[src/rtl/flag_unit_pkg.sv]
// Shared flag-bus layout, also used by the condition checker.
package flag_unit_pkg;

   localparam int unsigned FLAG_W = 4;
   localparam int unsigned FLAG_Z = 0;
   localparam int unsigned FLAG_C = 1;
   localparam int unsigned FLAG_N = 2;
   localparam int unsigned FLAG_V = 3;
   localparam int unsigned DATA_W = 32;

   // Member order matches the bit indices above (z is bit 0).
   typedef struct packed {
      logic v;
      logic n;
      logic c;
      logic z;
   } flags_t;

endpackage

[src/rtl/flag_unit_calc.sv]
// Combinational NZCV computation for one instruction result.
module flag_calc
   import flag_unit_pkg::*;
(
   input  logic [DATA_W-1:0] result,
   input  logic              alu_c,
   input  logic              alu_v,
   input  logic              shc,
   input  logic              arith,
   input  logic              prev_v,
   output logic [FLAG_W-1:0] flags
);

   flags_t f;

   // Logical ops take carry from the shifter and keep the forwarded V.
   always_comb begin
      f   = '0;
      f.z = (result == '0);
      f.n = result[DATA_W-1];
      f.c = arith ? alu_c : shc;
      f.v = arith ? alu_v : prev_v;
   end

   assign flags = f;

endmodule

[src/rtl/flag_unit.sv]
// Two-stage flag pipeline: pending update register then committed CPSR flags.
module flag_unit
   import flag_unit_pkg::*;
(
   input  logic              clk,
   input  logic              reset,
   input  logic              valid_in,
   input  logic              setflags_in,
   input  logic              arith_in,
   input  logic [DATA_W-1:0] result_in,
   input  logic              alu_c_in,
   input  logic              alu_v_in,
   input  logic              shc_in,
   input  logic              msr_en_in,
   input  logic [FLAG_W-1:0] msr_data_in,
   input  logic              stall_in,
   input  logic              flush_in,
   output logic [FLAG_W-1:0] cpsr_out,
   output logic [FLAG_W-1:0] cpsr_fwd_out,
   output logic              pend_valid_out
);

   logic [FLAG_W-1:0] pend_flags;
   logic              pend_valid;
   logic [FLAG_W-1:0] cpsr_q;
   logic [FLAG_W-1:0] calc_flags;
   logic              load;

   assign cpsr_fwd_out   = pend_valid ? pend_flags : cpsr_q;
   assign cpsr_out       = cpsr_q;
   assign pend_valid_out = pend_valid;

   flag_calc u_calc (
      .result (result_in),
      .alu_c  (alu_c_in),
      .alu_v  (alu_v_in),
      .shc    (shc_in),
      .arith  (arith_in),
      .prev_v (cpsr_fwd_out[FLAG_V]),
      .flags  (calc_flags)
   );

   // An msr write takes the slot, so no capture happens alongside it.
   assign load = valid_in & setflags_in & ~stall_in & ~flush_in & ~msr_en_in;

   // Priority: reset > flush > msr > stall > commit/capture.
   always_ff @(posedge clk) begin
      if (reset) begin
         cpsr_q     <= '0;
         pend_flags <= '0;
         pend_valid <= 1'b0;
      end else if (flush_in) begin
         pend_valid <= 1'b0;
      end else if (msr_en_in) begin
         cpsr_q     <= msr_data_in;
         pend_valid <= 1'b0;
      end else if (!stall_in) begin
         if (pend_valid) begin
            cpsr_q <= pend_flags;
         end
         pend_valid <= load;
         if (load) begin
            pend_flags <= calc_flags;
         end
      end
   end

endmodule

[config.mk]
export PLATFORM = sky130hd
export DESIGN_NAME = flag_unit
export DESIGN_NICKNAME = d
export VERILOG_FILES = /design/src/rtl/flag_unit_pkg.sv /design/src/rtl/flag_unit_calc.sv /design/src/rtl/flag_unit.sv
export SDC_FILE = /design/constraint.sdc
export NUM_CORES = 1
export LEC_CHECK = 0
export ABC_AREA = 1
export CELL_PAD_IN_SITES_DETAIL_PLACEMENT = 0
export CELL_PAD_IN_SITES_GLOBAL_PLACEMENT = 1
export CORE_MARGIN = 3
export CORE_UTILIZATION = 19
export CTS_BUF_LIST = sky130_fd_sc_hd__clkbuf_2 sky130_fd_sc_hd__clkbuf_4 sky130_fd_sc_hd__clkbuf_8
export DETAILED_ROUTE_END_ITERATION = 7
export GPL_TIMING_DRIVEN = 0
export PLACE_DENSITY_LB_ADDON = 0.1
export SETUP_SLACK_MARGIN = 0.1
export SKIP_LAST_GASP = 1
export SLEW_MARGIN = 30
export SYNTH_ARGS = -nofsm -noshare
export SYNTH_HDL_FRONTEND = slang
export SYNTH_SLANG_ARGS = --single-unit
export TNS_END_PERCENT = 30
[constraint.sdc]
create_clock -name clk -period 2.66 [get_ports clk]
set_clock_uncertainty 0.2 [all_clocks]
set_input_delay 0.266 -clock clk [delete_from_list [all_inputs] [get_ports clk]]
set_output_delay 0.266 -clock clk [all_outputs]
set_load 0.02 [all_outputs]
==> results by group, run 1 <==
Clocking
  • Clk slew on worst S/H paths: 0.07 ns
  • Post-CTS Resized: 0
  • Worst-Skew Late Latency: 0.26 ns
  • CTS tree: done
  • CTS buffer count: 3
  • # hold bufs at CTS: 0
  • Clock Path Buffers: 2
  • H-tree depth: 1
  • Post-CTS Setup Bufs: 0
  • Root Driver: clkbuf_4
  • Clk sink count: 9

Yosys
  • Largest family of logic cells by synthesized area: simple AND/OR/NAND/NOR gates
  • Syn avg cell area: 6.10 um^2
  • FF+latch count, synth: 9
  • Synthesized area: 573 um^2
  • Sequential area share after synthesis: 31.4%
  • Syn Inst Count: 94
  • Mapped Nets: 141
  • Fraction of the mapped netlist area in adder cells: 0%
  • Post-synthesis compound-gate area fraction: 20.5%
  • Ys Warns: 0
  • Simple-gate area share of the yosys netlist: 40.6%
  • Synth unique cells: 17
  • Post-synthesis mux area share: 0%
  • Post-synthesis xor/xnor area fraction: 0%

STA
  • Max Freq: 462 MHz
  • Slew @ Worst Pin: between 0.2 and 0.25 ns
  • Slew HR: 84.3%
  • Final worst setup slack: 0.496 ns
  • RSZ-0062 raised after global routing: no
  • Final Max Slew Viols: 0
  • Final hold violations: 0
  • Fin Setup TNS: 0 ns
  • Fin crit share: between 80% and 90%
  • Fin crit period: between 2 and 2.5 ns
  • Hold Slack: about 0.33 ns
  • Final setup viols: 0

Place
  • Post-DP Area: 0.00116 mm^2
  • Cells after DPL: 180
  • Buffers on Ports: 55
  • Global placer's final weighted congestion: between 0.7 and 0.8
  • Pre-CTS setup slack: approximately 0.74 ns
  • Hpwl dp: 1600 um

Route
  • Drt via density: 4.12
  • DRC Markers: 0
  • Antenna viol nets, final: 0
  • DRT Pass-1 Iters: 4
  • WL per Instance: 10.1 um
  • DR iter-0 viols: 20
  • Routed wire length: about 1900 um
  • Vias after detailed routing: 758

Cells and area
  • Post-route cell area: between 0.001 and 0.0015 mm^2
  • Nets: around 200
  • Layout cell share with drive strength beyond 1: 7.19%
  • Ant. Diodes: 0
  • Final std cells w/o fill: 184
  • Area delta synth->final: 108%

Global route
  • Global-route wire length before repair: 2900 um
  • GR Overflow Total: 0
  • Number of global-route vias before repair: 732
  • Total GRT Usage: 10.4%
  • Largest net degree at the start of global routing: 10
  • Initial antenna violation count: 0

Die
  • Core Area: 0.00281 mm^2
  • Die Ht: around 60 um
  • Row Count: 19
  • Num ports: 56
  • Initial Util: 20.4%
  • Die ar.: 0.00371 mm^2
  • Die W: a little over 60 um

Worst setup path
  • Delay-heaviest family, CP: buffers and inverters
  • CP Class: reg2out
  • Crit path max fanout: 9
  • Slowest CP cell: clkdlybuf4s50_1
  • Worst EP arrival: about 1.7 ns
  • CP Buf/Inv Count: 3
  • Crit. End Element: output port
  • Element type at the critical path start: flop
  • Critical Path Max Stage Delay: 0.59 ns
  • CP Data Required Time: 2.19 ns
  • Crit-path cells: buf_2, nand2_1, o21ai_1, buf_4, clkdlybuf4s50_1

Power
  • PD cells: 331 mW/mm^2
  • Lkg Pwr: 0.445 nW
  • Worst vdd ir: 0.130 mV

Run status
  • Outcome: completed

Job
  • Max-cap violations: 0

Min path
  • Hold WC Path Type: reg2reg
==> worst paths after layout <==
| check | start | end | slack [ns] | cells after the start |
|---|---|---|---|---|
| max | pend_valid_out | cpsr_fwd_out[3] | 0.50 | 5 |
| min | pend_flags[2] | pend_flags[2] | 0.33 | 2 |
| max reg2reg | pend_valid_out | cpsr_out[3] | 1.46 | 5 |
| min reg2reg | pend_flags[2] | pend_flags[2] | 0.33 | 2 |
==> final cells by class <==
type,count,area (um^2)
sequential,9,180
fill,320,1610
buffer,2,12.5
inverter,8,30.0
clock buffer,4,30.0
timing repair buffer,55,551
tap,31,38.8
multi-input combinational,75,350
==> Yosys cell counts (all sizes together) <==
cell type  instances  share of area [%]
nor2              28                 20
nand2             23                 15
o21ai             10                8.7
dfxtp              9                 31
inv                8                5.2
a21oi              5                6.3
a31oi              5                5.5
buf                2                2.2
nand3              1                1.7
nand3b             1                1.3
nor3               1               0.87
or2                1                1.5
==> cells in the final DEF (no fill, tap or decap) <==
master / netlist / layout
clkbuf_4: 0 / 4
clkdlybuf4s50_1: 0 / 55
a31oi_1: 5 / 5
nand2_1: 23 / 23
dfxtp_1: 9 / 9
o21ai_1: 1 / 1
buf_4: 1 / 1
nand3_2: 1 / 1
inv_1: 8 / 8
a21oi_4: 1 / 1
buf_2: 1 / 1
nor2_4: 1 / 1
a21oi_1: 4 / 4
nor2_1: 26 / 26
o21ai_0: 9 / 9
nor2_2: 1 / 1
or2_4: 1 / 1
nand3b_1: 1 / 1
nor3_1: 1 / 1
==> per-layer routing <==
metal	part of all wire, %	global-route usage, %
met1	40	11.9
met3	9.1	2.34
met2	49	18.3
met5	0	0
met4	0.97	4.64
==> registers in the layout (all words and copies together) (netlist names) <==
name            cells
cpsr_out            4
pend_flags          4
pend_valid_out      1
==> cell families (layout without fill, tap and decap cells) <==
kind of cell / count (synthesis) / after routing
compound gates: 20 / 20
buf+inv: 10 / 69
flops: 9 / 9
simple gates: 55 / 55
==> per-stage QoR <==
step	power [mW]	utilization [%]
6_report	0.395	42.5
5_1_grt	0.417	42.5
4_1_cts	0.401	42.5
3_5_place_dp	0.281	41.4
2_1_floorplan	0.188	-
3_3_place_gp	0.280	41.4
==> where the power goes <==
| group | internal [mW] | switching, mW | total (mW) |
|---|---|---|---|
| Sequential | 0.140 | 0.00353 | 0.144 |
| Combinational | 0.0873 | 0.0456 | 0.133 |
| Clock | 0.0681 | 0.0501 | 0.118 |
==> tightest hold or removal path, cell delays in order, from the launching register on <==
cell and delay (ns):
dfxtp_1 0.33, o21ai_0 0.08, nor2_1 0.08
Note: power is estimated with default switching activity, not from simulation.
==> run 2: changes to the inputs <==
--- a/config.mk
+++ b/config.mk
@@ -9,7 +9,7 @@
 export CELL_PAD_IN_SITES_DETAIL_PLACEMENT = 0
 export CELL_PAD_IN_SITES_GLOBAL_PLACEMENT = 1
 export CORE_MARGIN = 3
-export CORE_UTILIZATION = 19
+export CORE_UTILIZATION = 16
 export CTS_BUF_LIST = sky130_fd_sc_hd__clkbuf_2 sky130_fd_sc_hd__clkbuf_4 sky130_fd_sc_hd__clkbuf_8
 export DETAILED_ROUTE_END_ITERATION = 7
 export GPL_TIMING_DRIVEN = 0
==> constraint.sdc (replaced) <==
create_clock -name clk -period 1.88 [get_ports clk]
set_clock_uncertainty 0.2 [all_clocks]
set_input_delay 0.188 -clock clk [delete_from_list [all_inputs] [get_ports clk]]
set_output_delay 0.188 -clock clk [all_outputs]
set_load 0.02 [all_outputs]
==> results by group, run 2 (synthesis results as in run 1) <==
STA
  • Fin crit period: 2.04 ns
  • Final hold violations: 0
  • Max Freq: 491 MHz
  • RSZ-0062 raised after global routing: yes
  • Final worst setup slack: -0.156 ns
  • Fin crit share: 108%
  • Slew @ Worst Pin: about 0.25 ns
  • Final Max Slew Viols: 0
  • Slew HR: 83.1%
  • Hold Slack: 0.287 ns
  • Final setup viols: 1

Place
  • Post-DP Area: 0.00118 mm^2
  • Buffers on Ports: 55
  • Hpwl dp: 1720 um
  • Global placer's final weighted congestion: 0.731

Global route
  • Global-route wire length before repair: 3060 um
  • Initial antenna violation count: 0
  • Largest net degree at the start of global routing: 10
  • Total GRT Usage: 9.23%
  • Number of global-route vias before repair: approximately 810
  • GR Overflow Total: 0

Route
  • DRC Markers: 0
  • WL per Instance: between 9 and 10 um
  • Vias after detailed routing: 783
  • Drt via density: 3.93
  • Routed wire length: 1970 um
  • Antenna viol nets, final: 0
  • DR iter-0 viols: 32
  • DRT Pass-1 Iters: 2

Cells and area
  • Commonest non-fill, non-tap cell in the layout: clkdlybuf4s50_1
  • Layout cell share with drive strength beyond 1: under 10%
  • Nets: ~200
  • Post-route cell area: 0.00121 mm^2
  • Most frequent cells in the layout: 52 x clkdlybuf4s50_1, 26 x nor2_1, 23 x nand2_1
  • Area delta synth->final: 111%
  • Fill cell count: 397
  • Ant. Diodes: 0

Clocking
  • Clock Path Buffers: 2
  • CTS buffer count: 3
  • CTS tree: done
  • # hold bufs at CTS: 0
  • Root Driver: clkbuf_4
  • Worst-Skew Late Latency: 0.26 ns
  • Clk slew on worst S/H paths: 0.07 ns
  • Clk sink count: 9
  • Post-CTS Setup Bufs: 0
  • H-tree depth: 1

Worst setup path
  • Element type at the critical path start: flop
  • Crit. End Element: output port
  • CP Data Required Time: 1.49 ns
  • Reg2Reg Setup Slack: ~0.66 ns
  • CP Class: reg2out
  • Crit-path cells: buf_2, o21ai_0, clkdlybuf4s50_1
  • Worst EP arrival: roughly 1.7 ns
  • Crit path max fanout: 9
  • Slowest CP cell: clkdlybuf4s50_1
  • Critical Path Max Stage Delay: 0.65 ns

Die
  • Die W: 65.8 um
  • Core Area: 0.00339 mm^2
  • Initial Util: 16.9%
  • Row Count: 21
  • Die Ht: between 60 and 70 um
  • Die ar.: 0.00434 mm^2
  • Num ports: 56

Job
  • Max-cap violations: 0

Power
  • Worst vdd ir: 0.151 mV
  • Lkg Pwr: 0.467 nW
  • PD cells: 464 mW/mm^2

Run status
  • Failing checks: setup timing
  • Outcome: complete, but fails checks

Min path
  • Hold WC Path Type: in2reg
==> run 2: changes by cell type in the layout (fill, tap and decap cells not counted), sizes merged <==
cell / delta
clkdlybuf4s50: -3
dlymetal6s2s: +1
dlygate4sd2: +2
==> run 2: per-stage QoR <==
step                      setup slack [ns]  instances  setup TNS, ns  util (%)  total power [mW]
after floorplan                      0.263         94              0         -             0.266
after global placement              0.0292        195              0      34.8             0.397
after detailed placement            0.0200        195              0      34.8             0.400
after CTS                           -0.173        199         -0.339      35.7             0.573
after global routing                -0.241        199         -0.282      35.7             0.595
final                               -0.156        199         -0.156      35.7             0.562
==> run 2: path summary, 6_finish.rpt <==
path	to	from	cells past startpoint
min	cpsr_out[1]	msr_data_in[1]	3
min reg2reg	pend_flags[2]	pend_flags[2]	2
max reg2reg	cpsr_out[1]	pend_valid_out	4
max	cpsr_fwd_out[1]	pend_valid_out	3
==> run 2: final cells by class <==
type,instances,area [um^2],area share (%)
plain buffers,2,12.5,1.03
well taps,46,57.6,4.75
clock buffers,4,30.0,2.48
repair buffers,55,551,45.5
multi-input cells,75,350,28.9
flip-flops and latches,9,180,14.9
inverters,8,30.0,2.48
==> run 2: where the power goes <==
group / internal, mW / switching [mW] / leakage (nW)
registers: 0.199 / 0.00502 / 0.0735
clock network: 0.0964 / 0.0761 / 0.0184
logic: 0.121 / 0.0653 / 0.376
==> run 2: critical path, delay by kind of cell (launching register included) <==
family / cells / cell delay (ns)
DFF: 1 / 0.31
AOI/OAI and AO/OA: 1 / 0.25
buffers and inverters: 2 / 0.81
==> run 2: repair_timing <==
action | in CTS | in global routing
setup endpoints to repair | 4 | 4
pin swaps | 0 | 0
resized for setup | 2 | 1
==> run 2: routing by layer <==
metal	wire, um	share of wire (%)	global-route usage [%]	vias up
li1	-	-	-	419
met1	747	38	8.63	333
met2	1050	53	18.8	29
met3	148	7.5	1.87	2
met4	21	1.1	3.89	0
met5	0	0	0	-
